## src/rtl/prog_launcher_pkg.sv

```systemverilog
// Shared definitions for the program launcher.
// Holds the table geometry, default widths and the launcher state encoding.
package prog_launcher_pkg;

    localparam int unsigned NUM_PROGS  = 4;
    localparam int unsigned IDX_W      = 2;
    localparam int unsigned ADDR_W_DEF = 8;
    localparam int unsigned CYC_W_DEF  = 16;

    typedef enum logic [1:0] {
        ST_IDLE   = 2'd0,
        ST_LAUNCH = 2'd1,
        ST_RUN    = 2'd2,
        ST_DONE   = 2'd3
    } state_e;

endpackage

```

## src/rtl/launch_addr_table.sv

```systemverilog
// Start-address register file: NUM_PROGS entries of ADDR_W bits.
// Ports: clk, rst_n_i (async, active-low, loads DEFAULT_ADDRS);
//        we_i/widx_i/wdata_i write port; ridx_i/rdata_c combinational read.
// A read in the write cycle returns the value held before that write.
module launch_addr_table
    import prog_launcher_pkg::*;
#(
    parameter int unsigned                   ADDR_W        = ADDR_W_DEF,
    parameter logic [NUM_PROGS*ADDR_W-1:0]   DEFAULT_ADDRS = '0
) (
    input  logic              clk,
    input  logic              rst_n_i,
    input  logic              we_i,
    input  logic [IDX_W-1:0]  widx_i,
    input  logic [ADDR_W-1:0] wdata_i,
    input  logic [IDX_W-1:0]  ridx_i,
    output logic [ADDR_W-1:0] rdata_c
);

    logic [ADDR_W-1:0] mem_q [NUM_PROGS];
    logic [ADDR_W-1:0] mem_d [NUM_PROGS];

    // Next table contents: single write port
    always_comb begin
        mem_d = mem_q;
        if (we_i) begin
            mem_d[widx_i] = wdata_i;
        end
    end

    always_ff @(posedge clk or negedge rst_n_i) begin
        if (!rst_n_i) begin
            for (int unsigned i = 0; i < NUM_PROGS; i++) begin
                mem_q[i] <= DEFAULT_ADDRS[i*ADDR_W +: ADDR_W];
            end
        end else begin
            mem_q <= mem_d;
        end
    end

    assign rdata_c = mem_q[ridx_i];

endmodule

```

## src/rtl/prog_launcher.sv

```systemverilog
// Program launcher sitting in front of the fetch unit.
// Accepts a launch request, looks up the start address, pulses start_o for one
// cycle, counts RUN cycles until halt_i and reports done/cycles/timeout.
// Ports: clk, rst_n_i (async active-low); req_valid_i/req_prog_i/req_ready_o
//        request handshake; cfg_we_i/cfg_idx_i/cfg_addr_i table write;
//        halt_i from decode; start_o/start_addr_o to fetch; run_o, done_o,
//        cycles_o, timeout_o status.
// Optional feature: define PROG_LAUNCHER_WATCHDOG_EN to end runs after
// WDOG_LIMIT RUN cycles with timeout_o=1.
module prog_launcher
    import prog_launcher_pkg::*;
#(
    parameter int unsigned                 ADDR_W        = ADDR_W_DEF,
    parameter int unsigned                 CYC_W         = CYC_W_DEF,
    parameter logic [NUM_PROGS*ADDR_W-1:0] DEFAULT_ADDRS = (NUM_PROGS*ADDR_W)'(32'hC0_80_40_00),
    parameter int unsigned                 WDOG_LIMIT    = 4096
) (
    input  logic              clk,
    input  logic              rst_n_i,
    input  logic              req_valid_i,
    input  logic [IDX_W-1:0]  req_prog_i,
    output logic              req_ready_o,
    input  logic              cfg_we_i,
    input  logic [IDX_W-1:0]  cfg_idx_i,
    input  logic [ADDR_W-1:0] cfg_addr_i,
    input  logic              halt_i,
    output logic              start_o,
    output logic [ADDR_W-1:0] start_addr_o,
    output logic              run_o,
    output logic              done_o,
    output logic [CYC_W-1:0]  cycles_o,
    output logic              timeout_o
);

`ifdef PROG_LAUNCHER_WATCHDOG_EN
    localparam logic WDOG_EN = 1'b1;
`else
    localparam logic WDOG_EN = 1'b0;
`endif

    state_e            state_q, state_d;
    logic [ADDR_W-1:0] addr_q, addr_d;
    logic [ADDR_W-1:0] tbl_rdata;
    logic [CYC_W-1:0]  cnt_q, cnt_d, cnt_inc;
    logic [CYC_W-1:0]  cycles_q, cycles_d;
    logic              ready_q, ready_d;
    logic              start_q, start_d;
    logic              run_q, run_d;
    logic              done_q, done_d;
    logic              to_q, to_d;
    logic              wdog_hit;

    launch_addr_table #(
        .ADDR_W        (ADDR_W),
        .DEFAULT_ADDRS (DEFAULT_ADDRS)
    ) u_table (
        .clk     (clk),
        .rst_n_i (rst_n_i),
        .we_i    (cfg_we_i),
        .widx_i  (cfg_idx_i),
        .wdata_i (cfg_addr_i),
        .ridx_i  (req_prog_i),
        .rdata_c (tbl_rdata)
    );

    // Saturating increment of the run counter
    assign cnt_inc = (&cnt_q) ? cnt_q : cnt_q + CYC_W'(1);

    // Unsaturated counter+1 compared in a wide domain so the limit cannot alias
    assign wdog_hit = WDOG_EN && ((64'(cnt_q) + 64'd1) == 64'(WDOG_LIMIT));

    // Next-state and next-output logic
    always_comb begin
        state_d  = state_q;
        addr_d   = addr_q;
        cnt_d    = cnt_q;
        cycles_d = cycles_q;
        to_d     = to_q;

        case (state_q)
            ST_IDLE: begin
                if (req_valid_i) begin
                    addr_d  = tbl_rdata;
                    state_d = ST_LAUNCH;
                end
            end
            ST_LAUNCH: begin
                cnt_d   = '0;
                state_d = ST_RUN;
            end
            ST_RUN: begin
                cnt_d = cnt_inc;
                if (halt_i) begin
                    cycles_d = cnt_inc;
                    to_d     = 1'b0;
                    state_d  = ST_DONE;
                end else if (wdog_hit) begin
                    cycles_d = cnt_inc;
                    to_d     = 1'b1;
                    state_d  = ST_DONE;
                end
            end
            ST_DONE: begin
                state_d = ST_IDLE;
            end
            default: begin
                state_d = ST_IDLE;
            end
        endcase

        // Status flags registered from the next state so they align with it
        ready_d = (state_d == ST_IDLE);
        start_d = (state_d == ST_LAUNCH);
        run_d   = (state_d == ST_RUN);
        done_d  = (state_d == ST_DONE);
    end

    always_ff @(posedge clk or negedge rst_n_i) begin
        if (!rst_n_i) begin
            state_q  <= ST_IDLE;
            addr_q   <= '0;
            cnt_q    <= '0;
            cycles_q <= '0;
            to_q     <= 1'b0;
            ready_q  <= 1'b1;
            start_q  <= 1'b0;
            run_q    <= 1'b0;
            done_q   <= 1'b0;
        end else begin
            state_q  <= state_d;
            addr_q   <= addr_d;
            cnt_q    <= cnt_d;
            cycles_q <= cycles_d;
            to_q     <= to_d;
            ready_q  <= ready_d;
            start_q  <= start_d;
            run_q    <= run_d;
            done_q   <= done_d;
        end
    end

    assign req_ready_o  = ready_q;
    assign start_o      = start_q;
    assign start_addr_o = addr_q;
    assign run_o        = run_q;
    assign done_o       = done_q;
    assign cycles_o     = cycles_q;
    assign timeout_o    = WDOG_EN & to_q;

endmodule
```

## config.mk

```make
export PLATFORM = sky130hd
export DESIGN_NAME = prog_launcher
export DESIGN_NICKNAME = d
export VERILOG_FILES = /design/src/rtl/prog_launcher_pkg.sv /design/src/rtl/launch_addr_table.sv /design/src/rtl/prog_launcher.sv
export SDC_FILE = /design/constraint.sdc
export NUM_CORES = 1
export LEC_CHECK = 0
export BUFFER_PORTS_ARGS = -buffer_cell sky130_fd_sc_hd__buf_2
export CORE_ASPECT_RATIO = 1.1
export CORE_MARGIN = 8
export CORE_UTILIZATION = 62
export CTS_CLUSTER_DIAMETER = 30
export DETAILED_ROUTE_END_ITERATION = 10
export PLACE_DENSITY = 0.84
export SETUP_SLACK_MARGIN = 0.02
export SLEW_MARGIN = 20
export SYNTH_ARGS = -nofsm -noshare
export SYNTH_HDL_FRONTEND = slang
export SYNTH_SLANG_ARGS = --single-unit
export TNS_END_PERCENT = 100
```

## constraint.sdc

```tcl
create_clock -name clk -period 3.1 [get_ports clk]
set_input_delay 0 -clock clk [delete_from_list [all_inputs] [get_ports clk]]
set_output_delay 0 -clock clk [all_outputs]
set_load 0.05 [all_outputs]
```

# Word-level counts from Yosys, hierarchy flattened
# Index checks and enable logic that the tools add are counted.
[op_classes]
n_reduce_logical = 7
n_eq_ne = 6
n_mux = 11
bitwise = 2
magnitude_cmp = 3
n_addsub = 1
[op_table]
columns = ["op", "count"]
rows = [
  ["bitwise mux 32 bit", 1],
  ["case mux 16 bit (2 select lines)", 1],
  ["two-way mux 8 bit", 3],
  ["adder 16 x 1 -> 16 bit (second input constant)", 1],
  ["binary-select mux 8 bit (select 2 bit)", 1],
  ["demux 8 bit (select 2 bit)", 1],
  ["two-way mux 16 bit", 1],
  ["AND reduction 16 bit", 1],
  ["equality test 2 bit (second input constant)", 4],
  ["case mux 2 bit (4 select lines)", 1],
  [">= comparator 3 bit (second input constant)", 2],
  ["NOT 2 -> 3 bit", 2],
  ["equality test 2 x 1 -> 1 bit (second input constant)", 2],
  ["zero test 2 bit", 2],
  ["two-way mux 2 bit", 2],
  ["AND reduction 2 bit", 2],
  ["< comparator 3 x 1 -> 1 bit (second input constant)", 1],
  ["nonzero test 2 bit", 1],
  ["logical AND 1 bit", 1],
]
[word_totals]
inputBits = 17
output_inout_bits = 29
wordCells = 42
register_bits = 78

# Longest topological paths before layout
[depth]
word_depth = 6
ltp_mapped = 7
mapped_depth_nobuf = 6

# Modules after synthesis
# Synthesis repeated with hierarchy kept, for this count alone.
[unflattened]
cells_unflattened = 312
area_unflattened_um2 = 3814.9
[by_module_without_submodules]
columns = ["module", "instances", "area_each_um2", "cells_per_inst"]
rows = [
  ["prog_launcher", 1, 2408.6, 234],
  ["launch_addr_table", 1, 1406.3, 78],
]

# Worst setup path after synthesis
# No wires, ideal clock.
[synth_timing]
path_kind = "register -> register"
start = "register cnt_q[0]"
end = "register cnt_q[0]"
path_buffers = 1
path_stages_with_launch = 7
t_arrival_ps = 1730
required_ps = 2979
path_slack_ps = 1249
path_cell_list = "dfrtp_1 -> ha_1 -> nand3_2 -> buf_2 -> or4_4 -> mux2i_1 -> a22o_1"
[synth_via]
elab_chain_len = 3
word_cells_on_any_way = 4
cone_classes = "1 x add/sub; 2 x mux; 1 x reduce/logical"
[synth_lines]
columns = ["item", "line", "source"]
rows = [
  ["start: declaration", "prog_launcher.sv:44", "logic [CYC_W-1:0] cnt_q, cnt_d, cnt_inc;"],
  ["start signal: assignment", "prog_launcher.sv:132", "cnt_q <= cnt_d;"],
  ["adder 16 x 1 -> 16 bit / AND reduction 16 bit (equally long branches)", "prog_launcher.sv:67", "assign cnt_inc = (&cnt_q) ? cnt_q : cnt_q + CYC_W'(1);"],
  ["two-way mux 16 bit (*)", "prog_launcher.sv:67", ""],
  ["case mux 16 bit (2 select lines) (*)", "prog_launcher.sv:80", "case (state_q)"],
]
# Mark *: on every way between the ends. The rest lies on a longest branch, timed or not.
# A chain may end at the register's enable or synchronous reset.

# Worst setup path in the final report
[layout_timing]
start = "register cnt_q[1]"
end = "register cnt_q[0]"
[layout_via]
elab_chain_len = 3
[layout_lines]
columns = ["item", "line"]
rows = [
  ["AND reduction 16 bit", "prog_launcher.sv:67"],
  ["two-way mux 16 bit", "prog_launcher.sv:67"],
  ["case mux 16 bit (2 select lines)", "prog_launcher.sv:80"],
]
# Every way passes these cells.

==> results.sh <==
export IMPL_outcome="completed"
export IMPL_yosys_register_bits=78
export IMPL_n_fill_cell=400
export IMPL_design_core_area_um2=5810
export IMPL_fin_crit_sh_pct=65.4
export IMPL_cts_root_buf="clkbuf_8"
export IMPL_yosysTopAreaCell="dfrtp_1"
export IMPL_cp_max_fo=11
export IMPL_tns_ps=0
export IMPL_drtIter0Drc=152
export IMPL_report_final_hold_viol_count=0
export IMPL_finalSetupViolations=0
export IMPL_io_buffers=44
export IMPL_synth_fa_ha_area_share_pct=1.34
export IMPL_synthTopCellsByArea="dfrtp_1, mux2_2, mux4_2"
export IMPL_synth_ff_type="dfrtp_1"
export IMPL_drive_above_1_share_pct=33.7
export IMPL_drtPass1Iterations=4
export IMPL_netlist_area_um2=3720
export IMPL_ys_async_sr_fraction_pct=100
export IMPL_leakage_nw=1.89
export IMPL_dieArea_um2=8740
export IMPL_synth_nets=336
export IMPL_utilization_pct=73.6
export IMPL_dp_hpwl_um=5440
export IMPL_cts_tree="yes"
export IMPL_syn_avg_cell_area_um2=11.8
export IMPL_cp_data_arrival_time_ps=2270
export IMPL_clk_path_buf_depth=2
export IMPL_place_congestion=0.929
export IMPL_yosysMostFrequentCell="dfrtp_1"
export IMPL_irDropWorstVdd_mv=0.644
export IMPL_synthDistinctLibCells=50
export IMPL_finalMaxSlewViolations=0
export IMPL_synth_top_area_share_pct=49.1
export IMPL_vias=2678
export IMPL_post_route_drc_count=0
export IMPL_period_minus_slack_ps=2030
export IMPL_clk_pin_slew_worst_paths_ps=80
export IMPL_design_area_um2=4270
export IMPL_synth_compound_area_share_pct=10.7
export IMPL_tightest_slew_ps=962
export IMPL_synthSimpleGateAreaFrac_pct=13.0
export IMPL_grt_antenna_before_repair=0
export IMPL_relSlewSlack_pct=35.9
export IMPL_synth_top_family_by_area="multiplexers"
export IMPL_place_area_um2=3970
export IMPL_synthMuxAreaShare_pct=17.7
export IMPL_ant_nets=0
export IMPL_grt_max_degree=79
export IMPL_grt_setup_unrepaired="no"
export IMPL_antenna_cells=0
export IMPL_required_ps=3340
export IMPL_cts_sinks=78
export IMPL_area_delta_synth_final_pct=14.7
export IMPL_yosys_warnings=0
export IMPL_cp_end_kind="flip-flop"
export IMPL_start_util_pct=64.1
export IMPL_die_h_um=97.3
export IMPL_drt_wl_total_um=8000
export IMPL_fin_nets=384
export IMPL_clkLatencyLatePin_ps=340
export IMPL_ys_seq_area_share_pct=52.6
export IMPL_holdCritPathClass="input port to flip-flop"
export IMPL_routedWlPerCell_um=18.0
export IMPL_pin_count=46
export IMPL_synth_common_cells="dfrtp_1, mux2_2, nand2_1, nor2_1, a21oi_1"
export IMPL_track_usage_pct=19.0
export IMPL_synth_enable_flop_cells=0
export IMPL_total_power_mw=3.68
export IMPL_skew_ps=6.89
export IMPL_rows=29
export IMPL_synth_cells=315
export IMPL_power_density_nw_per_um2=862
export IMPL_via_per_inst=6.02
export IMPL_grt_ovfl_total=0
export IMPL_setup_worst_path_class="flip-flop to flip-flop"
export IMPL_numCtsBuffers=9
export IMPL_cts_htree_levels=3
export IMPL_max_freq_mhz=494
export IMPL_synthXorXnorAreaFrac_pct=1.18
export IMPL_cts_setup_buffers=0
export IMPL_grt_pass1_wl_um=13400
export IMPL_fp_dieW_um=89.9
export IMPL_grt_pass1_vias=2717
export IMPL_cap_violations=0
export IMPL_startpoint_type="flip-flop"
==> cell type report <==
cell class	count	area [um^2]	area share [%]
flip-flops and latches	78	1960	45.9
multi-input cells	210	1640	38.4
clock inverters	6	86.3	2.02
repair buffers	55	328	7.68
inverters	9	33.8	0.791
clock buffers	10	128	2.99
well taps	77	96.3	2.26
==> sequential cells by signal, summed over array words and instances, names as in the netlist <==
name           cells
cnt_q             16
state_q            2
cycles_o          16
run_o              1
start_addr_o       8
done_o             1
start_o            1
req_ready_o        1
u_table.mem_q     32
==> logic make-up (layout without fill, tap and decap cells) <==
| kind of cell | Yosys count | count (layout) |
|---|---|---|
| and+or+nand+nor | 89 | 89 |
| xor gates and xnor gates | 5 | 5 |
| buffers and inverters | 27 | 80 |
| muxes | 51 | 51 |
| other | 1 | 1 |
| AOI/OAI and AO/OA | 60 | 60 |
| DFF | 78 | 78 |
| adders and majority gates | 4 | 4 |
==> repair_timing <==
action,CTS,global route
gates resized for setup,0,0
hold buffers,9,0
hold endpoints to repair,105,0
==> power breakdown <==
part           leakage, nW  total [mW]  internal (mW)  switching (mW)
Combinational        0.817        1.46          0.438            1.02
Clock                0.106       0.816          0.452           0.364
Sequential           0.969        1.41           1.28           0.131
==> path summary, 6_finish.rpt <==
check	start	to	slack, ps	cells after the start
min	req_valid_i	state_q[0]$_DFF_PN0_	80	3
max	cnt_q[1]$_DFFE_PN0P_	cnt_q[0]$_DFFE_PN0P_	1070	5
min reg2reg	cycles_o[4]$_DFFE_PN0P_	cycles_o[4]$_DFFE_PN0P_	470	2
min in group asynchronous	rst_n_i	u_table.mem_q[28]$_DFFE_PN0P_	360	2
max in group asynchronous	rst_n_i	cycles_o[13]$_DFFE_PN0P_	2120	2
max reg2reg	cnt_q[1]$_DFFE_PN0P_	cnt_q[0]$_DFFE_PN0P_	1070	5
==> metal layers <==
| metal | GRT usage, % | wire length [um] | up-vias |
|---|---|---|---|
| met5 | 0 | 0 | - |
| met4 | 7.82 | 157 | 0 |
| met2 | 33.4 | 4200 | 86 |
| met3 | 5.49 | 403 | 14 |
| li1 | - | - | 1255 |
| met1 | 21.0 | 3230 | 1323 |
==> placed cells by master, fill, tap and decap left out, types with 4 or more instances in the layout <==
cell type | netlist | layout
dfrtp_1 | 73 | 73
buf_2 | 6 | 43
mux2_2 | 40 | 40
nor2_1 | 24 | 24
nand2_1 | 24 | 24
a21oi_1 | 18 | 18
o21ai_0 | 11 | 11
inv_1 | 9 | 9
clkbuf_8 | 0 | 9
dlygate4sd3_1 | 0 | 9
a31oi_1 | 8 | 8
mux4_2 | 8 | 8
nor4_1 | 7 | 7
o31ai_1 | 7 | 7
nor3_1 | 5 | 5
dfstp_2 | 5 | 5
and2_1 | 4 | 4
nand4_1 | 4 | 4
xnor2_1 | 4 | 4
ha_1 | 4 | 4
==> worst max-delay path, stage by stage (launching register included) <==
cell and delay (ps):
dfrtp_1 460, ha_1 290, nand3_2 230, or4_4 620
mux2i_1 140, a22o_1 170
==> metrics by stage <==
stage          setup slack (ps)  cells  hold slack [ps]
4_1_cts                    1100    445             52.8
3_3_place_gp               1190    420              200
3_5_place_dp               1100    420              211
6_report                   1070    445             81.1
5_1_grt                     883    445             78.3
2_1_floorplan              1250    315             -296
Power figures use the tool's default switching activity.
